## config.mk

```make
export PLATFORM = sky130hd
export DESIGN_NAME = ds1302_sched_flat
export DESIGN_NICKNAME = d
export VERILOG_FILES = /design/src/rtl/ds1302_sched_if.sv /design/src/rtl/ds1302_sched.sv /design/src/flat_wrapper.sv
export SDC_FILE = /design/constraint.sdc
export NUM_CORES = 1
export LEC_CHECK = 0
export ABC_AREA = 1
export BUFFER_PORTS_ARGS = -buffer_cell sky130_fd_sc_hd__buf_4
export CAP_MARGIN = 15
export CORE_UTILIZATION = 30
export CTS_CLUSTER_SIZE = 14
export DETAILED_ROUTE_END_ITERATION = 10
export PLACE_DENSITY_LB_ADDON = 0.3
export SLEW_MARGIN = 30
export SYNTH_ARGS = -nofsm -noshare
export SYNTH_HDL_FRONTEND = slang
export SYNTH_SLANG_ARGS = --single-unit
export TNS_END_PERCENT = 20
```

## constraint.sdc

```tcl
create_clock -name CLOCK -period 2.4 [get_ports CLOCK]
set_clock_uncertainty 0.1 [all_clocks]
set_input_delay 0.24 -clock CLOCK [delete_from_list [all_inputs] [get_ports CLOCK]]
set_output_delay 0.24 -clock CLOCK [all_outputs]
set_load 0.03 [all_outputs]
```

## src/rtl/ds1302_sched_if.sv

```systemverilog
// Purpose: bundles the set-request, base-module and time-publication signals of ds1302_sched.
// Latency: none; plain wires.
// Backpressure: none; the base module paces transactions through iDone.
interface ds1302_sched_if;
    logic        iSet;        // one-cycle set request
    logic [23:0] iSetTime;    // BCD {hh,mm,ss}, sampled with iSet
    logic        oSetAck;     // set request completed or rejected
    logic        oSetErr;     // with oSetAck: 1 = rejected / failed
    logic [7:0]  oCall;       // one-hot transaction request to the base module
    logic        iDone;       // base-module completion pulse
    logic [7:0]  oData;       // write data to the base module
    logic [7:0]  iData;       // read data from the base module
    logic [23:0] oTime;       // last coherent BCD time
    logic        oTimeValid;  // pulse when oTime updates
    logic        oErr;        // sticky timeout flag
    logic        oBusy;       // transaction in flight

    modport master (
        input  iSet, iSetTime, iDone, iData,
        output oSetAck, oSetErr, oCall, oData, oTime, oTimeValid, oErr, oBusy
    );

    modport slave (
        output iSet, iSetTime, iDone, iData,
        input  oSetAck, oSetErr, oCall, oData, oTime, oTimeValid, oErr, oBusy
    );
endinterface

```

## src/rtl/ds1302_sched.sv

```systemverilog
// Purpose: sequences DS1302 base-module transactions: init write, periodic time read-back, host time set.
// Latency: one transaction per oCall/iDone handshake plus one idle cycle; oTime updates one cycle after the hour read.
// Backpressure: each call is held until iDone or TIMEOUT cycles; set requests queue one deep and run only from WAIT.
// Ports: CLOCK, RST (sync, active-high), bus (master modport: set request/ack, base-module call/done/data, time out).
module ds1302_sched #(
    parameter logic [23:0] INIT_TIME = 24'h215950,
    parameter int unsigned POLL_DIV  = 5_000_000,
    parameter int unsigned TIMEOUT   = 65_535
) (
    input  logic           CLOCK,
    input  logic           RST,
    ds1302_sched_if.master bus
);
    typedef enum logic [3:0] {
        INIT_WP, INIT_HR, INIT_MIN, INIT_SEC, WAIT,
        RD_SEC, RD_MIN, RD_HR, PUBLISH,
        SET_WP, SET_HR, SET_MIN, SET_SEC
    } state_t;

    state_t      state, succ_state, fail_state;
    logic [7:0]  call, dat, call_code, call_data;
    logic [31:0] poll_cnt, timer;
    logic [7:0]  sec_h, min_h, hr_h;
    logic [23:0] time_q, pend_time, set_time;
    logic        pend, time_vld, set_ack, set_err, err_flag;
    logic        ack_owe, ack_owe_err;
    logic        set_state, done_now, tmo_now, fsm_ack, rej;

    function automatic logic bcd_ok(input logic [23:0] t);
        bcd_ok = (t[3:0] <= 4'd9) && (t[11:8] <= 4'd9) && (t[19:16] <= 4'd9) &&
                 (t[23:16] <= 8'h23) && (t[15:8] <= 8'h59) && (t[7:0] <= 8'h59);
    endfunction

    // Per-state call code, write data and where to go on success or timeout.
    always_comb begin
        call_code  = 8'h00;
        call_data  = 8'h00;
        succ_state = WAIT;
        fail_state = WAIT;
        case (state)
            INIT_WP:  begin call_code = 8'h80; succ_state = INIT_HR;  fail_state = INIT_HR;  end
            INIT_HR:  begin call_code = 8'h40; call_data = INIT_TIME[23:16];
                            succ_state = INIT_MIN; fail_state = INIT_MIN; end
            INIT_MIN: begin call_code = 8'h20; call_data = INIT_TIME[15:8];
                            succ_state = INIT_SEC; fail_state = INIT_SEC; end
            INIT_SEC: begin call_code = 8'h10; call_data = {1'b0, INIT_TIME[6:0]}; end
            RD_SEC:   begin call_code = 8'h01; succ_state = RD_MIN;  end
            RD_MIN:   begin call_code = 8'h02; succ_state = RD_HR;   end
            RD_HR:    begin call_code = 8'h04; succ_state = PUBLISH; end
            SET_WP:   begin call_code = 8'h80; succ_state = SET_HR;  end
            SET_HR:   begin call_code = 8'h40; call_data = set_time[23:16]; succ_state = SET_MIN; end
            SET_MIN:  begin call_code = 8'h20; call_data = set_time[15:8];  succ_state = SET_SEC; end
            SET_SEC:  begin call_code = 8'h10; call_data = set_time[7:0] & 8'h7F; end
            default:  ;
        endcase
    end

    assign set_state = (state == SET_WP) || (state == SET_HR) || (state == SET_MIN) || (state == SET_SEC);
    assign done_now  = (call != 8'h00) && bus.iDone;
    assign tmo_now   = (call != 8'h00) && !bus.iDone && (timer == TIMEOUT - 1);
    // A set finishes (ack) on the last write's iDone or on a timeout in any set step.
    assign fsm_ack   = set_state && ((done_now && state == SET_SEC) || tmo_now);
    assign rej       = bus.iSet && !bcd_ok(bus.iSetTime);

    always_ff @(posedge CLOCK) begin
        if (RST) begin
            state       <= INIT_WP;
            call        <= 8'h00;
            dat         <= 8'h00;
            poll_cnt    <= 32'd0;
            timer       <= 32'd0;
            sec_h       <= 8'h00;
            min_h       <= 8'h00;
            hr_h        <= 8'h00;
            time_q      <= 24'h0;
            time_vld    <= 1'b0;
            set_ack     <= 1'b0;
            set_err     <= 1'b0;
            err_flag    <= 1'b0;
            pend        <= 1'b0;
            pend_time   <= 24'h0;
            set_time    <= 24'h0;
            ack_owe     <= 1'b0;
            ack_owe_err <= 1'b0;
        end else begin
            time_vld <= 1'b0;
            case (state)
                WAIT: begin
                    if (pend) begin
                        // Snapshot so a later request cannot alter a set in progress.
                        state     <= SET_WP;
                        set_time  <= pend_time;
                        pend      <= 1'b0;
                        poll_cnt  <= 32'd0;
                    end else if (poll_cnt == POLL_DIV - 1) begin
                        state    <= RD_SEC;
                        poll_cnt <= 32'd0;
                    end else begin
                        poll_cnt <= poll_cnt + 32'd1;
                    end
                end
                PUBLISH: begin
                    time_q   <= {hr_h, min_h, sec_h};
                    time_vld <= 1'b1;
                    state    <= WAIT;
                end
                default: begin
                    if (call == 8'h00) begin
                        // Entering a step always finds oCall low, which gives the idle cycle.
                        if (call_code == 8'h00) begin
                            state <= INIT_WP;
                        end
                        call  <= call_code;
                        dat   <= call_data;
                        timer <= 32'd0;
                    end else if (done_now) begin
                        call  <= 8'h00;
                        dat   <= 8'h00;
                        state <= succ_state;
                        if (state == RD_SEC) sec_h <= bus.iData & 8'h7F;
                        if (state == RD_MIN) min_h <= bus.iData & 8'h7F;
                        if (state == RD_HR)  hr_h  <= bus.iData & 8'h3F;
                    end else if (tmo_now) begin
                        call     <= 8'h00;
                        dat      <= 8'h00;
                        err_flag <= 1'b1;
                        state    <= fail_state;
                    end else begin
                        timer <= timer + 32'd1;
                    end
                end
            endcase

            // After the FSM so a request arriving as WAIT consumes the old one is kept.
            if (bus.iSet && !rej) begin
                pend      <= 1'b1;
                pend_time <= bus.iSetTime;
            end

            // A rejection and a set completion in the same cycle: reject now, completion next.
            set_ack <= 1'b0;
            set_err <= 1'b0;
            if (rej) begin
                set_ack <= 1'b1;
                set_err <= 1'b1;
                if (fsm_ack) begin
                    ack_owe     <= 1'b1;
                    ack_owe_err <= tmo_now;
                end
            end else if (fsm_ack) begin
                set_ack <= 1'b1;
                set_err <= tmo_now;
            end else if (ack_owe) begin
                set_ack <= 1'b1;
                set_err <= ack_owe_err;
                ack_owe <= 1'b0;
            end
        end
    end

    assign bus.oCall      = call;
    assign bus.oData      = dat;
    assign bus.oTime      = time_q;
    assign bus.oTimeValid = time_vld;
    assign bus.oSetAck    = set_ack;
    assign bus.oSetErr    = set_err;
    assign bus.oErr       = err_flag;
    assign bus.oBusy      = (call != 8'h00);
endmodule

```

## src/flat_wrapper.sv

```systemverilog
// flat-port wrapper written by rule: the top's interface ports become plain ports
module ds1302_sched_flat 
#(
    parameter logic [23:0] INIT_TIME = 24'h215950,
    parameter int unsigned POLL_DIV  = 5_000_000,
    parameter int unsigned TIMEOUT   = 65_535
)
  (CLOCK, RST, bus_iSet, bus_iSetTime, bus_iDone, bus_iData, bus_oSetAck, bus_oSetErr, bus_oCall, bus_oData, bus_oTime, bus_oTimeValid, bus_oErr, bus_oBusy);
  ds1302_sched_if bus_i ();
  input  logic CLOCK;
  input  logic RST;
  input wire logic [$bits(bus_i.iSet)-1:0] bus_iSet;
  input wire logic [$bits(bus_i.iSetTime)-1:0] bus_iSetTime;
  input wire logic [$bits(bus_i.iDone)-1:0] bus_iDone;
  input wire logic [$bits(bus_i.iData)-1:0] bus_iData;
  output wire logic [$bits(bus_i.oSetAck)-1:0] bus_oSetAck;
  output wire logic [$bits(bus_i.oSetErr)-1:0] bus_oSetErr;
  output wire logic [$bits(bus_i.oCall)-1:0] bus_oCall;
  output wire logic [$bits(bus_i.oData)-1:0] bus_oData;
  output wire logic [$bits(bus_i.oTime)-1:0] bus_oTime;
  output wire logic [$bits(bus_i.oTimeValid)-1:0] bus_oTimeValid;
  output wire logic [$bits(bus_i.oErr)-1:0] bus_oErr;
  output wire logic [$bits(bus_i.oBusy)-1:0] bus_oBusy;
  assign bus_i.iSet = bus_iSet;
  assign bus_i.iSetTime = bus_iSetTime;
  assign bus_i.iDone = bus_iDone;
  assign bus_i.iData = bus_iData;
  assign bus_oSetAck = bus_i.oSetAck;
  assign bus_oSetErr = bus_i.oSetErr;
  assign bus_oCall = bus_i.oCall;
  assign bus_oData = bus_i.oData;
  assign bus_oTime = bus_i.oTime;
  assign bus_oTimeValid = bus_i.oTimeValid;
  assign bus_oErr = bus_i.oErr;
  assign bus_oBusy = bus_i.oBusy;
  ds1302_sched #(.INIT_TIME(INIT_TIME), .POLL_DIV(POLL_DIV), .TIMEOUT(TIMEOUT)) u_core (.CLOCK(CLOCK), .RST(RST), .bus(bus_i));
endmodule
```

==> results.json, run 1 <==
{
  "dp.cells": 1792,
  "gr-usage-all-layers_pct": 16.7,
  "synth_top_area_share_pct": 39.4,
  "finalSetupViolCount": 0,
  "cp.arrival_ns": 2.40,
  "p_per_area_nw_per_um2": 808,
  "fp-row-count": 62,
  "r2r_cells": 12,
  "clock_latency_ns": 0.44,
  "crit_path_start_kind": "input pin",
  "tritoncts": "done",
  "ys_warn_count": 0,
  "highest_layer": "met4",
  "final_util_pct": 37.2,
  "clk_path_buf_depth": 2,
  "r2r-end": "u_core.timer[16]$_SDFFE_PP0P_",
  "critPathRequiredTime_ns": 2.63,
  "synth-main-ff-cell": "dfxtp_1",
  "drv_cap": 0,
  "synth_top_family_by_area": "simple AND/OR/NAND/NOR gates",
  "crit_end": "u_core.pend_time[16]$_SDFFE_PP0P_",
  "worstSetupEndpointType": "flop",
  "synthSimpleGateAreaFrac_pct": 35.2,
  "cts_sinks": 176,
  "slew_headroom_pct": 66.1,
  "synth_edf_count": 0,
  "rsz0062_at_grt": "false",
  "vias": 8693,
  "wl_met1_mm": 12.3,
  "hp-class": "in -> reg",
  "drive_gt1_share_pct": 11.2,
  "io_buffers": 74,
  "core-area_um2": 29000,
  "die_height_um": 175,
  "period_needed_ns": 2.17,
  "drt_wl_total_mm": 25.0,
  "syn2layout_area_growth_pct": 20.5,
  "place_hpwl_mm": 17.3,
  "r2r_slack_ns": 0.32,
  "synth_xor_area_share_pct": 3.03,
  "critPathMaxFanout": 11,
  "initial_core_util_pct": 30.8,
  "criticalPathCategory": "in -> reg",
  "n_antenna_cell": 0,
  "yosysTopAreaCell": "dfxtp_1",
  "cts_buffers": 17,
  "dr_wl_met3_mm": 1.05,
  "grt_pass1_vias": 8048,
  "wl_met2_mm": 11.4,
  "ant_nets": 0,
  "r2r_start": "u_core.timer[0]$_SDFFE_PP0P_",
  "syn_area_um2": 8950,
  "ys_ff_latch": 176,
  "viasPerCell": 4.69,
  "clock-root-buffer": "clkbuf_16",
  "hold_viol": 0,
  "synth_mux_area_share_pct": 0,
  "synthArstFlopShare_pct": 0,
  "slowest_stage": "dlygate4sd3_1",
  "grt_pass1_wl_mm": 41.3,
  "instances_no_fill": 1852,
  "gp_congestion": 0.897,
  "path_cells": "dlygate4sd3_1, buf_4, o21ai_0, nand2_1, nor2_1, nand3b_1, nor2_2, clkinvlp_4, nor2_1, nor2_1",
  "overflow": 0,
  "fin_nets": 1495,
  "ys_top_cells_by_area": "dfxtp_1, nand2_1, nor2_1",
  "initialDrtViolationCount": 556,
  "syn_avg_cell_area_um2": 6.53,
  "die_area_um2": 30500,
  "dr.pass1.iters": 4,
  "synth_cells": 1371,
  "ios": 81,
  "synth-compound-area-share_pct": 13.7,
  "mostFrequentLayoutCells": "nand2_1, nor2_1, dfxtp_1",
  "detail_route.wl_per_cell_um": 13.5,
  "clkTransAtPathRegs_ns": 0.08,
  "grt_antenna_before_repair": 0,
  "tightestPinTransition_ns": 0.508,
  "synthAdderAreaFrac_pct": 0.559,
  "synth_cell_type_count": 44,
  "drcViolationCount": 0,
  "status": "completed",
  "grt_max_degree": 100,
  "post-route-period-util_pct": 90.3,
  "cts_max_level": 4,
  "seq_area_frac_synth_pct": 39.4,
  "leakagePower_nw": 4.09,
  "die_x_um": 175,
  "cpPeakStageDelay_ns": 0.56,
  "fmax_mhz": 461,
  "cp-startpoint": "bus_iSetTime[1]",
  "layout_commonest_cell": "nand2_1",
  "finalMaxSlewViolations": 0,
  "path_common_cell": "nor2_1",
  "setup_tns_ns": 0,
  "peakVddDrop_v": 0.000572
}
[stage by stage]
step / power, mW / area, um^2 / hold slack [ns] / setup slack [ns]
6_report: 8.71 / 10800 / 0.0176 / 0.232
5_1_grt: 9.20 / 10800 / 0.00993 / 0.0486
4_1_cts: 8.81 / 10800 / 0.00133 / 0.287
3_5_place_dp: 5.83 / 9860 / 0.326 / 0.317
3_3_place_gp: 5.84 / 9860 / 0.323 / 0.342
2_1_floorplan: 5.11 / 8960 / 0.275 / 0.521
[kinds of logic (layout without fill, tap and decap cells)]
family	Yosys count	in the layout
adders and majority gates	4	4
xor gates and xnor gates	31	31
AOI/OAI and AO/OA	233	233
buffers and inverters	171	264
DFF	176	176
and+or+nand+nor	755	755
other	1	5
[cell type report]
type	count	area, um^2
multi-input cells	1028	4710
fillers	3138	18200
repair buffers	120	1000
repair inverters	1	7.51
flip-flops and latches	176	3520
clock inverters	15	208
inverters	111	420
well taps	384	480
clock buffers	17	425
[state kept, by name, summed over array words and instances, names as in the netlist, 8 cells and up]
name	flops
u_core.pend_time	23
u_core.bus.oTime	20
u_core.bus.oData	8
u_core.timer	32
u_core.poll_cnt	32
u_core.set_time	23
[timing repair]
| action | in CTS | in global routing |
|---|---|---|
| endpoints found under the hold margin | 32 | 0 |
| resized for setup | 0 | 3 |
| hold buffers | 26 | 0 |
| setup buffers | 0 | 1 |
| endpoints found under the setup margin | 0 | 1 |
[synth_stat cells (2+ instances only)]
cell       count
nor3_2         2
nand4_2        2
buf_4          8
nand3_1       67
buf_2         10
nand4_1       20
o221ai_1       2
nor2_8         2
o211ai_1       2
nand2_2        4
dfxtp_1      176
nor2_2         8
a211oi_1       2
inv_2          8
o22ai_1        5
nor2_4         3
buf_6          6
nor3_1        19
o21ai_0       81
o21ai_1        7
nor2_1       241
a21oi_1      123
clkbuf_1      36
xnor2_1       11
inv_1        103
nand2_1      379
o2111ai_1      3
a21oi_2        2
nand3b_1       2
ha_1           4
xor2_1        20
[layer usage]
layer / global-route usage, % / up-vias
met5: 0 / -
met4: 4.60 / 0
met3: 3.50 / 24
met2: 27.1 / 141
met1: 22.4 / 3976
li1: - / 4552
[worst max-delay path: cells and delay by family]
kind | cells | cell delay, ns
buffers and inverters | 3 | 1.03
and+or+nand+nor | 6 | 0.92
AOI/OAI and AO/OA | 1 | 0.22
[how the worst min path moves through the flow]
| stage | depth (start not counted) | slack [ns] | start | end |
|---|---|---|---|---|
| global route | 3 | 0.01 | bus_iData[3] | u_core.sec_h[3]$_SDFFE_PP0P_ |
| global placement | 2 | 0.32 | u_core.pend_time[15]$_SDFFE_PP0P_ | u_core.pend_time[15]$_SDFFE_PP0P_ |
| CTS | 3 | 0.001 | bus_iData[3] | u_core.min_h[3]$_SDFFE_PP0P_ |
| floorplan | 2 | 0.27 | bus_iSetTime[0] | u_core.pend_time[0]$_SDFFE_PP0P_ |
| finish | 3 | 0.02 | bus_iData[3] | u_core.min_h[3]$_SDFFE_PP0P_ |
| detailed placement | 2 | 0.33 | u_core.pend_time[15]$_SDFFE_PP0P_ | u_core.pend_time[15]$_SDFFE_PP0P_ |
[power breakdown]
part / switching [mW] / total, mW / internal (mW) / leakage, nW
Combinational: 1.80 / 2.58 / 0.781 / 2.37
Clock: 1.48 / 2.92 / 1.44 / 0.299
Sequential: 0.123 / 3.21 / 3.08 / 1.42
No activity file was read; power rests on OpenSTA's default activity.
==> run 2, diff against run 1 <==
BUFFER_PORTS_ARGS = -buffer_cell sky130_fd_sc_hd__buf_2   (was -buffer_cell sky130_fd_sc_hd__buf_4)
==> run 2 against run 1 <==
  * Worst hold slack got worse by 0.0071 ns
  * Final area is 2.3% lower
  * Flip-flop and latch count did not move
  * Largest cell class unchanged
  * Critical endpoint is now u_core.timer[15]$_SDFFE_PP0P_
  * Highest routed layer unchanged
==> results.json, run 2 (synthesis results as in run 1) <==
{
  "status": "completed",
  "finalSetupViolCount": 0,
  "worstSetupEndpointType": "flop",
  "pwr-share-comb_pct": 28.8,
  "hp-class": "in -> reg",
  "overflow": 0,
  "cts_max_level": 4,
  "p_int_mw": 5.21,
  "grt_max_degree": 100,
  "layout_commonest_cell": "nand2_1",
  "fmax_mhz": 475,
  "drcViolationCount": 0,
  "critPathMaxFanout": 27,
  "pwr-share-clk_pct": 34.0,
  "clock_latency_ns": 0.45,
  "criticalPathCategory": "reg -> reg",
  "grt_antenna_before_repair": 0,
  "fp-row-count": 62,
  "tightestPinTransition_ns": 0.706,
  "cpPeakStageDelay_ns": 0.41,
  "grt_pass1_wl_mm": 40.7,
  "core-area_um2": 29000,
  "crit_buf_inv": 4,
  "n_antenna_cell": 0,
  "dr.pass1.iters": 5,
  "vias": 8642,
  "syn2layout_area_growth_pct": 17.7,
  "tritoncts": "done",
  "nFillCells": 3182,
  "io_buffers": 74,
  "hold-worst-slack_ns": 0.0105,
  "cts_buffers": 17,
  "rsz0062_at_grt": "false",
  "path_cells": "inv_1, ha_1, inv_1, nor2_1, nand2_1, nor2_2, nand4_2, buf_4, nand3_4, inv_2, nand2_1, a21oi_1",
  "post_cts_buffers": 0,
  "crit_path_start_kind": "flop",
  "drive_gt1_share_pct": 10.9,
  "drt_wl_total_mm": 24.5,
  "die_height_um": 175,
  "initialDrtViolationCount": 561,
  "post-route-period-util_pct": 87.8,
  "switching_share_pct": 39.3,
  "fin_nets": 1489,
  "gr-usage-all-layers_pct": 16.4,
  "slowest_stage": "dfxtp_1",
  "ios": 81,
  "leakagePower_nw": 4.05,
  "die_area_um2": 30500,
  "drv_cap": 0,
  "switchingPower_mw": 3.37,
  "place_hpwl_mm": 17.4,
  "grt_pass1_vias": 8006,
  "die_x_um": 175,
  "setup_tns_ns": 0,
  "clk_path_buf_depth": 2,
  "viasPerCell": 4.68,
  "reg_top3": "u_core.poll_cnt: 32 flops, u_core.timer: 32 flops",
  "p_per_area_nw_per_um2": 814,
  "mostFrequentLayoutCells": "nand2_1, nor2_1, dfxtp_1",
  "cp.arrival_ns": 2.37,
  "gp_congestion": 0.893,
  "crit_family": "buffers and inverters",
  "critPathRequiredTime_ns": 2.66,
  "clkTransAtPathRegs_ns": 0.08,
  "initial_core_util_pct": 30.8,
  "seqPwrFrac_pct": 37.3,
  "finalMaxSlewViolations": 0,
  "slew_headroom_pct": 52.9,
  "detail_route.wl_per_cell_um": 13.3,
  "cts_sinks": 176,
  "clock-root-buffer": "clkbuf_16",
  "period_needed_ns": 2.11,
  "ant_nets": 0,
  "peakVddDrop_v": 0.000544,
  "hold_viol": 0
}
[run 2: changes by cell type in the layout (fill, tap and decap cells not counted)]
cell           delta
buf_4            -75
buf_2            +73
clkinv_8          -3
clkinvlp_4        -3
dlygate4sd3_1     -3
inv_8             +2
clkinv_4          +1
inv_1             +1
inv_12            +1
nor2_1            +1
nor2_2            -1
[run 2: what timing repair did]
item / 4_1_cts / 5_1_grt
hold buffers: 23 / 0
resized for setup: 0 / 0
endpoints found under the hold margin: 26 / 0
[run 2: path summary, 6_finish.rpt]
| check | cells past startpoint | to | slack, ns | from |
|---|---|---|---|---|
| max | 12 | u_core.timer[15]$_SDFFE_PP0P_ | 0.29 | u_core.timer[0]$_SDFFE_PP0P_ |
| max reg2reg | 12 | u_core.timer[15]$_SDFFE_PP0P_ | 0.29 | u_core.timer[0]$_SDFFE_PP0P_ |
| min reg2reg | 2 | u_core.pend_time[15]$_SDFFE_PP0P_ | 0.34 | u_core.pend_time[15]$_SDFFE_PP0P_ |
| min | 3 | u_core.min_h[1]$_SDFFE_PP0P_ | 0.01 | bus_iData[1] |
[run 2: worst reg2reg max path: cells and delay by family, from the launching register on]
family          cells  cell delay (ns)
buf+inv             4             0.71
simple gates        6             0.48
compound gates      1             0.15
flops               1             0.41
fa+ha+maj           1             0.20
[run 2: power by group through the flow]
| stage | combinational (mW) | clock (mW) | sequential [mW] |
|---|---|---|---|
| after floorplan | 1.62 | 0 | 3.49 |
| final | 2.47 | 2.91 | 3.19 |
| after global placement | 2.47 | 0 | 3.26 |
| after global routing | 2.76 | 3.10 | 3.22 |
| after CTS | 2.50 | 2.98 | 3.19 |
| after detailed placement | 2.47 | 0 | 3.26 |
[run 2: per-layer routing]
metal,vias to the layer above,GRT usage (%),part of all wire [%]
met4,0,4.46,1.1
li1,4534,-,-
met2,190,26.4,45
met5,-,0,0
met1,3902,22.4,49
met3,16,2.98,5.0
[run 2: per-stage QoR]
stage	setup WS (ns)	utilization [%]	cell area [um^2]	power, mW	cells
after floorplan	0.521	-	8960	5.11	1375
after global placement	0.330	33.3	9670	5.73	1791
after detailed placement	0.281	33.3	9670	5.73	1791
after CTS	0.272	36.3	10500	8.68	1846
after global routing	0.0428	36.3	10500	9.08	1846
final	0.294	36.3	10500	8.57	1846
[run 2: area by class of cell]
cell class                      instances  area, um^2  share of cell area (%)
Sequential cell                       176        3520                    33.5
Tap cell                              384         480                    4.56
Clock buffer                           17         425                    4.04
Multi-Input combinational cell       1028        4710                    44.7
Timing Repair Buffer                  115         776                    7.37
Clock inverter                         15         199                    1.89
Inverter                              111         417                    3.96
